<file path="src/rtl/paralelo_serial_2b_pkg.sv">
// Shared constants and types for the 2-bit parallel-to-serial stage.
package ps2b_pkg;

  localparam int unsigned W = 2;
  localparam logic [W-1:0] IDLE_PAT_DEF = 2'b10;

  typedef enum logic [1:0] {
    ST_IDLE = 2'd0,
    ST_MSB  = 2'd1,
    ST_LSB  = 2'd2
  } state_e;

endpackage

</file>
<file path="src/rtl/paralelo_serial_2b_if.sv">
// Word-in / bit-out bus between the mux stage, this block and its consumer.
interface paralelo_serial_2b_if;
  import ps2b_pkg::*;

  logic [W-1:0] data_in;
  logic         valid_in;
  logic         ready_out;
  logic         data_out;
  logic         valid_out;
  logic         bit_idx;

  modport master (
    output data_in, valid_in,
    input  ready_out, data_out, valid_out, bit_idx
  );

  modport slave (
    input  data_in, valid_in,
    output ready_out, data_out, valid_out, bit_idx
  );

endinterface

</file>
<file path="src/rtl/paralelo_serial_2b_fifo.sv">
// Small synchronous FIFO with wrap-bit pointers; head entry read combinationally.
module fifo_sync_2b
  import ps2b_pkg::*;
#(
  parameter int unsigned DEPTH = 4,
  parameter int unsigned AW    = 2
) (
  input  logic         clk,
  input  logic         reset,
  input  logic         push,
  input  logic         pop,
  input  logic [W-1:0] wdata,
  output logic [W-1:0] rdata,
  output logic         full,
  output logic         empty
);

  localparam int unsigned PW = AW + 1;

  logic [PW-1:0] wr_q, wr_d;
  logic [PW-1:0] rd_q, rd_d;
  logic [W-1:0]  mem_q [DEPTH];
  logic [W-1:0]  mem_d [DEPTH];

  assign empty = (wr_q == rd_q);
  assign full  = (wr_q[AW-1:0] == rd_q[AW-1:0]) && (wr_q[AW] != rd_q[AW]);
  assign rdata = mem_q[rd_q[AW-1:0]];

  // Next pointers and storage; push while full and pop while empty are dropped.
  always_comb begin
    mem_d = mem_q;
    wr_d  = wr_q;
    rd_d  = rd_q;
    if (push && !full) begin
      mem_d[wr_q[AW-1:0]] = wdata;
      wr_d                = wr_q + PW'(1);
    end
    if (pop && !empty) begin
      rd_d = rd_q + PW'(1);
    end
  end

  // Pointer registers; reset empties the FIFO.
  always_ff @(posedge clk) begin
    if (reset) begin
      wr_q <= '0;
      rd_q <= '0;
    end else begin
      wr_q <= wr_d;
      rd_q <= rd_d;
    end
  end

  // Storage array; contents are meaningless once the pointers are reset.
  always_ff @(posedge clk) begin
    mem_q <= mem_d;
  end

endmodule

</file>
<file path="src/rtl/paralelo_serial_2b.sv">
// Buffers 2-bit words and serialises them MSB first; idle pattern when empty.
module paralelo_serial_2b
  import ps2b_pkg::*;
#(
  parameter int unsigned  DEPTH    = 4,
  parameter int unsigned  AW       = 2,
  parameter logic [W-1:0] IDLE_PAT = IDLE_PAT_DEF
) (
  input  logic                clk,
  input  logic                reset,
  paralelo_serial_2b_if.slave bus
);

  state_e       state_q, state_d;
  logic [W-1:0] word_q, word_d;
  logic         ph_q, ph_d;
  logic         data_out_q, data_out_d;
  logic         valid_out_q, valid_out_d;
  logic         bit_idx_q, bit_idx_d;

  logic         fifo_push;
  logic         fifo_pop;
  logic [W-1:0] fifo_rdata;
  logic         fifo_full;
  logic         fifo_empty;

  // Accept only when there is room; a pop in the same cycle never frees a slot early.
  assign bus.ready_out = ~fifo_full & ~reset;
  assign fifo_push     = bus.valid_in & bus.ready_out;

  fifo_sync_2b #(
    .DEPTH (DEPTH),
    .AW    (AW)
  ) u_fifo (
    .clk   (clk),
    .reset (reset),
    .push  (fifo_push),
    .pop   (fifo_pop),
    .wdata (bus.data_in),
    .rdata (fifo_rdata),
    .full  (fifo_full),
    .empty (fifo_empty)
  );

  // Next state and next registered outputs of the serialiser.
  always_comb begin
    state_d     = state_q;
    word_d      = word_q;
    ph_d        = ph_q;
    data_out_d  = data_out_q;
    valid_out_d = 1'b0;
    bit_idx_d   = 1'b0;
    fifo_pop    = 1'b0;
    unique case (state_q)
      ST_IDLE: begin
        if (!fifo_empty) begin
          fifo_pop    = 1'b1;
          word_d      = fifo_rdata;
          data_out_d  = fifo_rdata[1];
          valid_out_d = 1'b1;
          bit_idx_d   = 1'b1;
          state_d     = ST_MSB;
        end else begin
          data_out_d = ph_q ? IDLE_PAT[0] : IDLE_PAT[1];
          ph_d       = ~ph_q;
        end
      end
      ST_MSB: begin
        data_out_d  = word_q[0];
        valid_out_d = 1'b1;
        bit_idx_d   = 1'b0;
        state_d     = ST_LSB;
      end
      ST_LSB: begin
        if (!fifo_empty) begin
          fifo_pop    = 1'b1;
          word_d      = fifo_rdata;
          data_out_d  = fifo_rdata[1];
          valid_out_d = 1'b1;
          bit_idx_d   = 1'b1;
          state_d     = ST_MSB;
        end else begin
          // Entering idle: this cycle emits the phase-0 idle bit.
          data_out_d = IDLE_PAT[1];
          ph_d       = 1'b1;
          state_d    = ST_IDLE;
        end
      end
      default: begin
        ph_d    = 1'b0;
        state_d = ST_IDLE;
      end
    endcase
  end

  // State, held word, idle phase and output registers.
  always_ff @(posedge clk) begin
    if (reset) begin
      state_q     <= ST_IDLE;
      word_q      <= '0;
      ph_q        <= 1'b0;
      data_out_q  <= 1'b0;
      valid_out_q <= 1'b0;
      bit_idx_q   <= 1'b0;
    end else begin
      state_q     <= state_d;
      word_q      <= word_d;
      ph_q        <= ph_d;
      data_out_q  <= data_out_d;
      valid_out_q <= valid_out_d;
      bit_idx_q   <= bit_idx_d;
    end
  end

  assign bus.data_out  = data_out_q;
  assign bus.valid_out = valid_out_q;
  assign bus.bit_idx   = bit_idx_q;

endmodule
</file>
<file path="src/flat_wrapper.sv">
// flat-port wrapper written by rule: the top's interface ports become plain ports
module paralelo_serial_2b_flat import ps2b_pkg::*;
#(
  parameter int unsigned  DEPTH    = 4,
  parameter int unsigned  AW       = 2,
  parameter logic [W-1:0] IDLE_PAT = IDLE_PAT_DEF
)
  (clk, reset, bus_data_in, bus_valid_in, bus_ready_out, bus_data_out, bus_valid_out, bus_bit_idx);
  paralelo_serial_2b_if bus_i ();
  input  logic clk;
  input  logic reset;
  input wire logic [$bits(bus_i.data_in)-1:0] bus_data_in;
  input wire logic [$bits(bus_i.valid_in)-1:0] bus_valid_in;
  output wire logic [$bits(bus_i.ready_out)-1:0] bus_ready_out;
  output wire logic [$bits(bus_i.data_out)-1:0] bus_data_out;
  output wire logic [$bits(bus_i.valid_out)-1:0] bus_valid_out;
  output wire logic [$bits(bus_i.bit_idx)-1:0] bus_bit_idx;
  assign bus_i.data_in = bus_data_in;
  assign bus_i.valid_in = bus_valid_in;
  assign bus_ready_out = bus_i.ready_out;
  assign bus_data_out = bus_i.data_out;
  assign bus_valid_out = bus_i.valid_out;
  assign bus_bit_idx = bus_i.bit_idx;
  paralelo_serial_2b #(.DEPTH(DEPTH), .AW(AW), .IDLE_PAT(IDLE_PAT)) u_core (.clk(clk), .reset(reset), .bus(bus_i));
endmodule
</file>
<file path="config.mk">
export PLATFORM = sky130hd
export DESIGN_NAME = paralelo_serial_2b_flat
export DESIGN_NICKNAME = d
export VERILOG_FILES = /design/src/rtl/paralelo_serial_2b_pkg.sv /design/src/rtl/paralelo_serial_2b_if.sv /design/src/rtl/paralelo_serial_2b_fifo.sv /design/src/rtl/paralelo_serial_2b.sv /design/src/flat_wrapper.sv
export SDC_FILE = /design/constraint.sdc
export NUM_CORES = 1
export LEC_CHECK = 0
export BUFFER_PORTS_ARGS = -buffer_cell sky130_fd_sc_hd__buf_2
export CELL_PAD_IN_SITES_DETAIL_PLACEMENT = 0
export CELL_PAD_IN_SITES_GLOBAL_PLACEMENT = 1
export CORE_ASPECT_RATIO = 0.7
export CORE_MARGIN = 2
export CORE_UTILIZATION = 46
export DETAILED_ROUTE_END_ITERATION = 12
export PLACE_DENSITY = 0.86
export SLEW_MARGIN = 20
export SYNTH_ARGS = -nofsm -noshare
export SYNTH_HDL_FRONTEND = slang
export SYNTH_SLANG_ARGS = --single-unit
</file>
<file path="constraint.sdc">
create_clock -name clk -period 2.3 [get_ports clk]
set_clock_uncertainty 0.15 [all_clocks]
set_input_delay 0.115 -clock clk [delete_from_list [all_inputs] [get_ports clk]]
set_output_delay 0.115 -clock clk [all_outputs]
set_load 0.05 [all_outputs]
</file>
== Word level (Yosys, flattened, before mapping) ==
Cells that the tools add are included.

* Bits in registers: 21
* Input port bits: 5
* Logic and storage cells: 64

* Add/subtract/negate cells: 2
* Magnitude comparators: 3
* Equality and inequality tests: 8
* Mux-type cells: 19
* Bitwise gates (word level): 9
* Reduce and logical (&&, ||, !) cells: 11

{| class="wikitable"
|+ Operators with widths
! kind !! count
|-
| $bwmux 8 || 1
|-
| $mux 1 || 8
|-
| $mux 2 || 4
|-
| $add 3x1->3 const B || 2
|-
| $ge 3x3->1 const B || 2
|-
| $not 2->3 || 2
|-
| $pmux 1 s3 || 2
|-
| $pmux 2 s3 || 1
|-
| $not 1->1 || 5
|-
| $bmux 2 s2 || 1
|-
| $demux 2 s2 || 1
|-
| $logic_and 1x1->1 || 4
|-
| $ne 2x1->1 const B || 2
|-
| $eq 3x3->1 || 1
|-
| $lt 3x1->1 const B || 1
|-
| $reduce_and 3->1 || 1
|-
| $reduce_bool 3->1 || 1
|-
| $and 1x1->1 || 2
|-
| $eq 2x1->1 const B || 1
|-
| $eq 2x2->1 || 1
|-
| $eq 2x2->1 const B || 1
|-
| $logic_not 1->1 || 2
|-
| $logic_not 2->1 || 1
|-
| $ne 2x2->1 const B || 1
|-
| 4 further kinds || 4
|}

== Logic depth before layout (Yosys ltp) ==
* Depth in word-level cells: 6
* Mapped depth: 5
* Mapped depth without buffers: 5

== Cells and area by module ==
From an unflattened synthesis, not the netlist that was laid out.

* Cells, all modules: 124
* Area, all modules: 1272.5 um^2

{| class="wikitable"
|+ Modules (own cells, without submodules)
! module !! times used !! cells each !! area each (um^2) !! sequential area each (um^2)
|-
| fifo_sync_2b || 1 || 79 || 870.8 || 360.3
|-
| paralelo_serial_2b || 1 || 45 || 401.6 || 140.1
|}

== Worst setup path before layout ==
No wires, ideal clock.

* Path type: reg-to-output
* From: register u_core.u_fifo.rd_q[0]
* To: output bus_ready_out
* Arrival: 1.535 ns
* Data required time: 2.035 ns
* Slack: 0.500 ns
* Stages on the path, launching flop included: 4
* Buffers on the path: 1
* Cells stage by stage: dfxtp_1 buf_6 xnor2_2 a31oi_1

* Word-level cells in the longest chain between the ends: 4

{| class="wikitable"
|+ RTL lines
! what !! line !! text
|-
| from (decl) || paralelo_serial_2b_fifo.sv:21 || <nowiki>logic [PW-1:0] rd_q, rd_d;</nowiki>
|-
| from (signal assigned) || paralelo_serial_2b_fifo.sv:50 || <nowiki>rd_q <= rd_d;</nowiki>
|-
| $eq 2x2->1 || paralelo_serial_2b_fifo.sv:26 || <nowiki>assign full = (wr_q[AW-1:0] == rd_q[AW-1:0]) && (wr_q[AW] != rd_q[AW]);</nowiki>
|-
| $logic_and 1x1->1 || paralelo_serial_2b_fifo.sv:26 ||
|-
| $not 1->1 || paralelo_serial_2b.sv:28 || <nowiki>assign bus.ready_out = ~fifo_full & ~reset;</nowiki>
|-
| $and 1x1->1 || paralelo_serial_2b.sv:28 ||
|-
| to (decl) || flat_wrapper.sv:14 || <nowiki>output wire logic [$bits(bus_i.ready_out)-1:0] bus_ready_out;</nowiki>
|}

No other way between the ends.

== Worst setup path after layout ==
* From: register u_core.state_q[0]
* To: register u_core.data_out_q, in the netlist u_core.bus.data_out

* Word-level cells in the longest chain between the ends: 2
* Elaborated cells between the ends (all ways): 5

{| class="wikitable"
|+ RTL lines
! what !! line !! text
|-
| from (decl) || paralelo_serial_2b.sv:14 || <nowiki>state_e state_q, state_d;</nowiki>
|-
| from (signal assigned) || paralelo_serial_2b.sv:106 || <nowiki>state_q <= state_d;</nowiki>
|-
| $eq 2x2->1, or another cell as far along || paralelo_serial_2b.sv:54 || <nowiki>unique case (state_q)</nowiki>
|-
| $pmux 1 s3 or $reduce_bool 3->1 (tied branches) || -- ||
|-
| to (signal assigned) || paralelo_serial_2b.sv:109 || <nowiki>data_out_q <= data_out_d;</nowiki>
|-
| to (decl) || paralelo_serial_2b.sv:17 || <nowiki>logic data_out_q, data_out_d;</nowiki>
|}

Several ways; a longest one is shown, not always the timed one.
A chain may end at the register's enable or synchronous reset.

==> impl_metrics.csv <==
group,metric,value,unit
die,start_util,48.7,%
route,post_drt_via_cell_ratio,5.36,
clocking,path_clk_slew,0.08,ns
route,drt_iter0_markers,67,
grt,track_usage,17.6,%
placed_design,dpl-instance-area,1260,um2
pwr,p_switching,578,uW
logic_synthesis,yosys_warnings,0,
clocking,cts_buffers,3,
die,dieWidth,65.0,um
route,wl,2.24,mm
clocking,htreeDepth,1,
flow_run,maxCapViolCount,0,
setup_path,worst-path-max-fanout,8,
die,dieArea,3030,um2
setup_path,start_kind,"flop",
grt,antenna_found_initial,0,
grt,grt_max_degree,14,
sta,setup_viol,0,
clocking,cts_sinks,21,
logic_synthesis,syn_avg_cell_area,11.2,um2
die,placementRows,15,
setup_path,worst_path_max_delay_cell,"dfxtp_1",
finish,syn_to_final_growth,10.9,%
pwr,p_sw_share,40.9,%
sta,fmax,0.515,GHz
pwr,power_density,1070,nW/um2
setup_path,cp_slowest_stage_delay,0.50,ns
pwr,p_leak,0.000540,uW
finish,fin_nets,135,
sta,maxSlewHeadroom,72.4,%
finish,final_area,1330,um2
sta,period_share,84.4,%
die,boundaryPins,9,
route,dr.pass1.iters,4,
grt,first_global_vias,749,
logic_synthesis,synthesis.nets,123,
pwr,vdd_drop_max,467,uV
setup_path,critPathKind,"reg -> reg",
logic_synthesis,synth_area,1200,um2
pwr,seqPwrFrac,39.0,%
route,avgRoutedWirePerCell,14.7,um
route,ant_nets,0,
die,core,2460,um2
sta,hold_viol,0,
setup_path,worst-r2r-cell-count,5,
logic_synthesis,ys_ff_latch,21,
clocking,clockRootBuffer,"clkbuf_8",
pwr,power.internal,836,uW
sta,tightest_slew,0.413,ns
setup_path,cp.depth,5,
setup_path,crit_chain,"inv_1 > ha_1 > or3b_2 > nor4_1 > a211oi_1",
grt,overflow,0,
logic_synthesis,yosysUniqueCellTypes,37,
setup_path,cp.arrival,1.94,ns
setup_path,rrSetupSlack,0.36,ns
grt,grt_pass1_wl,3.73,mm
setup_path,critPathTopFamily,"simple AND/OR/NAND/NOR gates",
clocking,cts_tree,"built",
clocking,cts_resized,0,
sta,slew_viol_final,0,
pwr,p_clk_share,17.4,%
logic_synthesis,synth_cells,107,
finish,final_util,53.9,%
sta,setup-tns-final,0,ns
placed_design,dp.final_hpwl,1.59,mm
setup_path,path_buf_inv,1,
route,vias,814,
pwr,p_comb_share,43.5,%
route,drc,0,
worst_hold_path,hold_path.class,"in -> reg",
setup_path,endpoint_kind,"flop",
setup_path,critPathRequiredTime,2.30,ns
finish,antennaDiodeCount,0,
sta,grt_setup_unrepaired,"false",
logic_synthesis,yosysSeqAreaShare,41.8,%
finish,drive_gt1_share,18.6,%
sta,period_minus_slack,1.94,ns
placed_design,portBuffers,8,
clocking,worstSkewPairLatency,0.27,ns
die,die_h,46.7,um
placed_design,place.gp.congestion,0.800,
clocking,cts_buffer_depth,2,
run_status,status,"finished, final reports clean",
worst_hold_path,holdPathStages,2,
cells by family (layout without fill, tap and decap cells):
| kind of cell | Yosys count | count (layout) | share of synthesized area [%] |
|---|---|---|---|
| DFF | 21 | 21 | 41.8 |
| AOI/OAI and AO/OA | 17 | 17 | 12.3 |
| muxes | 9 | 9 | 10.5 |
| adders and majority gates | 11 | 11 | 11.5 |
| xor gates and xnor gates | 6 | 6 | 6.28 |
| and+or+nand+nor | 32 | 32 | 13.5 |
| buffers and inverters | 11 | 22 | 4.08 |
cell usage after synthesis (all sizes together):
library cell	instances	area, um2
a211o	2	17.5
or2b	1	7.51
nand2	12	45.0
a221o	1	10.0
clkbuf	2	7.51
mux2i	5	50.1
xor2	3	33.8
o21a	1	7.51
mux4	2	48.8
ha	11	138
and2	4	25.0
and4	1	8.76
buf	1	11.3
or3b	1	8.76
o21ai	1	5.00
a311oi	2	17.5
dfxtp	13	260
nor4	3	18.8
nand3	1	5.00
a31oi	4	37.5
edfxtp	8	240
or4	1	7.51
nor2	6	22.5
inv	8	30.0
a32o	1	10.0
nor2b	2	12.5
o41ai	1	8.76
mux2	2	26.3
a31o	1	8.76
o21ba	1	10.0
xnor2	3	41.3
a211oi	2	15.0
final timing paths:
path / startpoint / to
max: u_core.state_q[0]$_SDFFE_PP0P_ / u_core.bus.data_out$_SDFFE_PP0P_
max reg2reg: u_core.state_q[0]$_SDFFE_PP0P_ / u_core.bus.data_out$_SDFFE_PP0P_
min reg2reg: u_core.ph_q$_SDFFE_PP0P_ / u_core.ph_q$_SDFFE_PP0P_
min: reset / u_core.bus.bit_idx$_SDFF_PP0_
area by class of cell:
| class | instances | area, um2 |
|---|---|---|
| Clock buffer | 3 | 41.3 |
| Clock inverter | 1 | 5.00 |
| Fill cell | 221 | 1130 |
| Inverter | 8 | 30.0 |
| Multi-Input combinational cell | 75 | 647 |
| Sequential cell | 21 | 500 |
| Tap cell | 34 | 42.5 |
| Timing Repair Buffer | 10 | 60.1 |
state kept, by name, summed over array words and instances (netlist names):
signal / flops
u_core.bus.bit_idx: 1
u_core.u_fifo.wr_q: 3
u_core.ph_q: 1
u_core.state_q: 2
u_core.bus.data_out: 1
u_core.bus.valid_out: 1
u_core.u_fifo.mem_q: 8
u_core.u_fifo.rd_q: 3
u_core.word_q: 1
power by group through the flow:
stage	registers (uW)	logic (uW)	clock network, uW
finish	552	615	246
global route	566	669	264
CTS	552	614	253
detailed placement	558	600	0
global placement	555	598	0
floorplan	612	427	0
repair_timing:
action,in CTS,in global routing
endpoints found under the hold margin,8,0
hold buffers,2,0
buffers inserted,0,0
placed cells by master (no fill, tap or decap), types with 2 or more instances in the layout:
cell type / n
nor2b_1: 2
nor2_1: 6
dlygate4sd3_1: 2
a311oi_1: 2
nand2_1: 12
inv_1: 8
dfxtp_1: 13
edfxtp_1: 8
a31oi_2: 2
a31oi_1: 2
a211o_1: 2
and2_1: 4
xnor2_2: 2
nor4_1: 3
ha_1: 11
clkbuf_8: 3
mux2i_1: 5
a211oi_1: 2
buf_2: 8
xor2_1: 2
metrics by stage:
step / worst slack [ns] / total power [uW] / hold slack (ns) / std cells
2_1_floorplan: 0.500 / 1040 / 0.0639 / 107
3_3_place_gp: 0.392 / 1150 / 0.189 / 146
3_5_place_dp: 0.403 / 1160 / 0.193 / 146
4_1_cts: 0.363 / 1420 / 0.0320 / 152
5_1_grt: 0.257 / 1500 / 0.0695 / 152
6_report: 0.360 / 1410 / 0.0340 / 152
metal layers:
metal	track usage [%]	vias to the layer above	share of wire, %
met2	25.6	28	43
li1	-	406	-
met5	0	-	0
met3	5.62	8	6.6
met4	10.6	0	3.7
met1	23.1	372	47
Power figures use the tool's default switching activity.
